--- src/rtl/imem_program_loader.sv ---
// Byte-serial boot loader: unpacks a framed, XOR-checksummed program into instruction memory
// and keeps the processor held until the whole frame has been verified.
module imem_program_loader #(
    parameter int ADDR_W    = 8,
    parameter int INST_W    = 25,
    parameter int BASE_ADDR = 0
) (
    input  logic              clk,
    input  logic              Reset,
    input  logic              start,
    input  logic              byte_valid,
    input  logic [7:0]        byte_data,
    output logic              byte_ready,
    output logic              imem_we,
    output logic [ADDR_W-1:0] imem_addr,
    output logic [INST_W-1:0] imem_wdata,
    output logic              cpu_hold,
    output logic              busy,
    output logic              done,
    output logic              err,
    output logic [8:0]        word_count
);

    typedef enum logic [3:0] {
        IDLE,
        HDR,
        B0,
        B1,
        B2,
        B3,
        WR,
        CHK,
        DONE
    } state_t;

    state_t state, state_next;

    logic [7:0]        n_words;
    logic [7:0]        chk;
    logic [INST_W-1:0] word;
    logic [ADDR_W-1:0] addr;
    logic [8:0]        wc;
    logic              hold;
    logic              err_q;
    logic              xfer;
    logic              abort;
    logic              last_word;

    // Ready depends on state only, so byte_valid never feeds back into byte_ready.
    assign byte_ready = (state == HDR) || (state == B0) || (state == B1) ||
                        (state == B2)  || (state == B3) || (state == CHK);
    assign xfer       = byte_valid & byte_ready;
    assign imem_we    = (state == WR);
    assign busy       = byte_ready || (state == WR);
    assign done       = (state == DONE);
    assign imem_addr  = addr;
    assign imem_wdata = word;
    assign cpu_hold   = hold;
    assign err        = err_q;
    assign word_count = wc;
    assign last_word  = ((wc + 9'd1) == {1'b0, n_words});

    assign abort = xfer && (((state == B0) && (byte_data[7:1] != 7'd0)) ||
                            ((state == CHK) && (byte_data != chk)));

    always_ff @(posedge clk or negedge Reset) begin
        if (!Reset) begin
            state <= IDLE;
        end else begin
            state <= state_next;
        end
    end

    always_comb begin
        state_next = state;
        case (state)
            IDLE: if (start) state_next = HDR;
            HDR:  if (xfer) state_next = (byte_data == 8'd0) ? CHK : B0;
            B0:   if (xfer) state_next = abort ? IDLE : B1;
            B1:   if (xfer) state_next = B2;
            B2:   if (xfer) state_next = B3;
            B3:   if (xfer) state_next = WR;
            WR:   state_next = last_word ? CHK : B0;
            CHK:  if (xfer) state_next = abort ? IDLE : DONE;
            DONE: state_next = IDLE;
            default: state_next = IDLE;
        endcase
    end

    // Byte 0 of each word carries only the top instruction bit; the rest shift in MSB first.
    always_ff @(posedge clk or negedge Reset) begin
        if (!Reset) begin
            n_words <= 8'd0;
            chk     <= 8'd0;
            word    <= '0;
            addr    <= ADDR_W'(BASE_ADDR);
            wc      <= 9'd0;
            hold    <= 1'b1;
            err_q   <= 1'b0;
        end else begin
            if ((state == IDLE) && start) begin
                chk   <= 8'd0;
                wc    <= 9'd0;
                addr  <= ADDR_W'(BASE_ADDR);
                hold  <= 1'b1;
                err_q <= 1'b0;
            end
            if (xfer) begin
                chk <= chk ^ byte_data;
            end
            if ((state == HDR) && xfer) begin
                n_words <= byte_data;
            end
            if ((state == B0) && xfer) begin
                word <= INST_W'(byte_data[0]);
            end
            if (((state == B1) || (state == B2) || (state == B3)) && xfer) begin
                word <= {word[INST_W-9:0], byte_data};
            end
            if (state == WR) begin
                addr <= addr + ADDR_W'(1);
                wc   <= wc + 9'd1;
            end
            if (abort) begin
                err_q <= 1'b1;
            end
            if ((state == CHK) && xfer && (byte_data == chk)) begin
                hold <= 1'b0;
            end
        end
    end

endmodule

--- config.mk ---
export PLATFORM = sky130hd
export DESIGN_NAME = imem_program_loader
export DESIGN_NICKNAME = d
export VERILOG_FILES = /design/src/rtl/imem_program_loader.sv
export SDC_FILE = /design/constraint.sdc
export NUM_CORES = 1
export LEC_CHECK = 0
export ABC_AREA = 1
export BUFFER_PORTS_ARGS = -buffer_cell sky130_fd_sc_hd__buf_2
export CAP_MARGIN = 20
export CORE_UTILIZATION = 29
export DETAILED_ROUTE_END_ITERATION = 16
export PLACE_DENSITY = 0.55
export SLEW_MARGIN = 5
export SYNTH_ARGS = -nofsm -noshare
export SYNTH_HDL_FRONTEND = slang
export SYNTH_SLANG_ARGS = --single-unit
--- constraint.sdc ---
create_clock -name clk -period 1.5 [get_ports clk]
set_input_delay 0.15 -clock clk [delete_from_list [all_inputs] [get_ports clk]]
set_output_delay 0.15 -clock clk [all_outputs]
set_load 0.005 [all_outputs]
==> reports/qor.yml <==
insertion_delay_ns: 0.34
routabilityCongestion: 0.874
final_cells: 629
crit_start: "state[2]"
ys_ff_latch: 64
critical_path.endpoint_type: "register"
synth.area.top_cells: "dfrtp_1 51%, nand2_1 12%, inv_1 6.8%"
routed_wl_um: 8050
ctsRootBufferMaster: "clkbuf_8"
start_util_pct: 30.0
timing_worst_setup_path_type: "reg -> reg"
finalSetupViolCount: 31
vias: 2856
crit_buf_inv: 2
violations: "negative setup slack"
cp_top_family: "simple AND/OR/NAND/NOR gates"
path_max_fanout: 4
max_cap_violations: 0
synth_top_area_share_pct: 50.7
place_inst: 601
hold_depth: 3
final.setup_skew_ns: 0.00840
critPathMaxStageDelay_ns: 0.46
cellLeakagePower_nw: 2.30
max_freq_mhz: 633
cts_buffer_depth: 2
slowest_stage: "dfrtp_2"
finalHoldViolations: 0
vias_per_cell: 4.54
h-tree-depth: 3
post-place-ws_ns: -0.117
p_per_area_nw_per_um2: 1840
synth_common_cells: "101 x nand2_1, 63 x dfrtp_1, 56 x inv_1"
finalSetupTns_ns: -0.909
grt_pass1_vias: 2803
rr_startpoint: "state[2]"
yosysSeqAreaShare_pct: 51.5
diodes: 0
start_kind: "register"
tightestPinTransition_ns: 0.406
synth_cell_types: 34
gr-total-overflow: 0
port_buffers: 59
num-fill-cells: 1038
crit_cells: 8
worstPathArrival_ns: 1.86
synth.most_common_cell: "nand2_1"
async_flop_share_pct: 100
min-delay-start: "byte_data[0]"
core-area_um2: 10400
top_level_ports: 60
cts-buffers-inserted: 9
worstRegToRegCells: 8
ys_warn_count: 0
max-vdd-ir-drop_mv: 0.747
die_h_um: 106
clock_sinks: 64
synthesis.nets: 386
synth_edf_count: 0
syn2layout_area_growth_pct: 41.7
grt_max_degree: 28
syn_avg_cell_area_um2: 8.36
holdWs_ns: 0.135
status: "complete, but fails checks"
drive_above_1_share_pct: 36.7
chipWidth_um: 106
final_max_slew_viol_count: 0
hp-class: "in -> reg"
finalCritPeriodShare_pct: 105
dr.pass1.iters: 4
drc: 0
ant_nets: 0
min_period_ns: 1.58
nets: 502
path_cells: "nor2_2 > inv_1 > nor2_4 > nand4_1 > and2_1 > nand2_1 > o21ai_0 > inv_1"
syn_inst: 372
dp.final_hpwl_um: 5870
synth_area_um2: 3110
ys.flop_type: "dfrtp_1"
rows: 37
worstPathRequired_ns: 1.78
die_area_um2: 11100
cts_tree: "yes"
synth_top_area_cell: "dfrtp_1"
grt_usage_pct: 14.8
wl_per_cell_um: 12.8
total_power_w: 0.00810
max_slew_margin_pct: 72.9
antenna_found_initial: 0
clk_pin_slew_ns: 0.08
grt_first_pass_wirelength_um: 13100
rsz0062_at_grt: "true"
path_common_cell: "inv_1"
first_iter_violations: 151
worst_slack_ns: -0.0795
logic make-up (layout without fill, tap and decap cells):
logic type                 Yosys count  count (layout)  share of synthesized area [%]
xor gates and xnor gates             7               7                           1.97
DFF                                 64              64                           51.5
buffers and inverters               70             191                           9.37
and+or+nand+nor                    164             164                           22.4
adders and majority gates            2               2                          0.804
AOI/OAI and AO/OA                   63              63                           13.3
muxes                                2               2                          0.643
placed cells by master (no fill, tap or decap), drive strengths merged, types with 4 or more instances in the layout:
cell type / n
o21ai: 30
xnor2: 4
nand3: 23
o22ai: 27
buf: 114
nor2: 22
inv: 62
clkbuf: 9
dfrtp: 63
nand2: 107
registers in the layout, summed over array words and instances, names as in the netlist:
register	cells
chk	8
cpu_hold	1
err	1
imem_addr	8
imem_wdata	25
n_words	8
state	4
word_count	9
metrics by stage:
stage	utilization, %	cell area, um^2
3_5_place_dp	37.7	3910
6_report	42.5	4410
3_3_place_gp	37.7	3910
2_1_floorplan	-	3110
5_1_grt	42.5	4410
4_1_cts	40.9	4250
final cells by class:
type | count | area [um^2] | area share (%)
sequential | 64 | 1610 | 36.4
multi-input combinational | 238 | 1340 | 30.3
timing repair buffer | 115 | 813 | 18.5
inverter | 60 | 230 | 5.22
tap | 136 | 170 | 3.86
clock inverter | 7 | 128 | 2.90
clock buffer | 9 | 124 | 2.81
worst min-delay path, cell delays in order:
cell,delay (ns)
buf_2,0.13
inv_1,0.09
o21ai_2,0.06
layer usage:
layer / GRT usage [%] / share of wire [%]
met1: 19.7 / 49
met4: 6.55 / 1.7
met2: 23.7 / 47
met5: 0 / 0
met3: 2.66 / 2.6
report_power, final:
group | internal, W | total, W | switching [W]
Sequential | 0.00232 | 0.00275 | 0.000429
Clock | 0.00113 | 0.00190 | 0.000768
Combinational | 0.00167 | 0.00346 | 0.00179
Total | 0.00512 | 0.00810 | 0.00299
what timing repair did:
action                                  in CTS  in global routing
pin swaps                                    4                  9
hold buffers                                 1                  0
setup buffers                                4                  7
hold endpoints to repair                    15                  0
resized for setup                           16                 30
gates cloned                                 0                  0
endpoints found under the setup margin      60                 66
path summary, 6_finish.rpt:
path | to | slack (ns)
max | cpu_hold | -0.08
min | n_words[0] | 0.14
min reg2reg | imem_wdata[24] | 0.48
max in group asynchronous | imem_wdata[16] | 0.60
min in group asynchronous | word_count[5] | 0.27
max reg2reg | cpu_hold | -0.08
(Power assumes the default switching activity.)
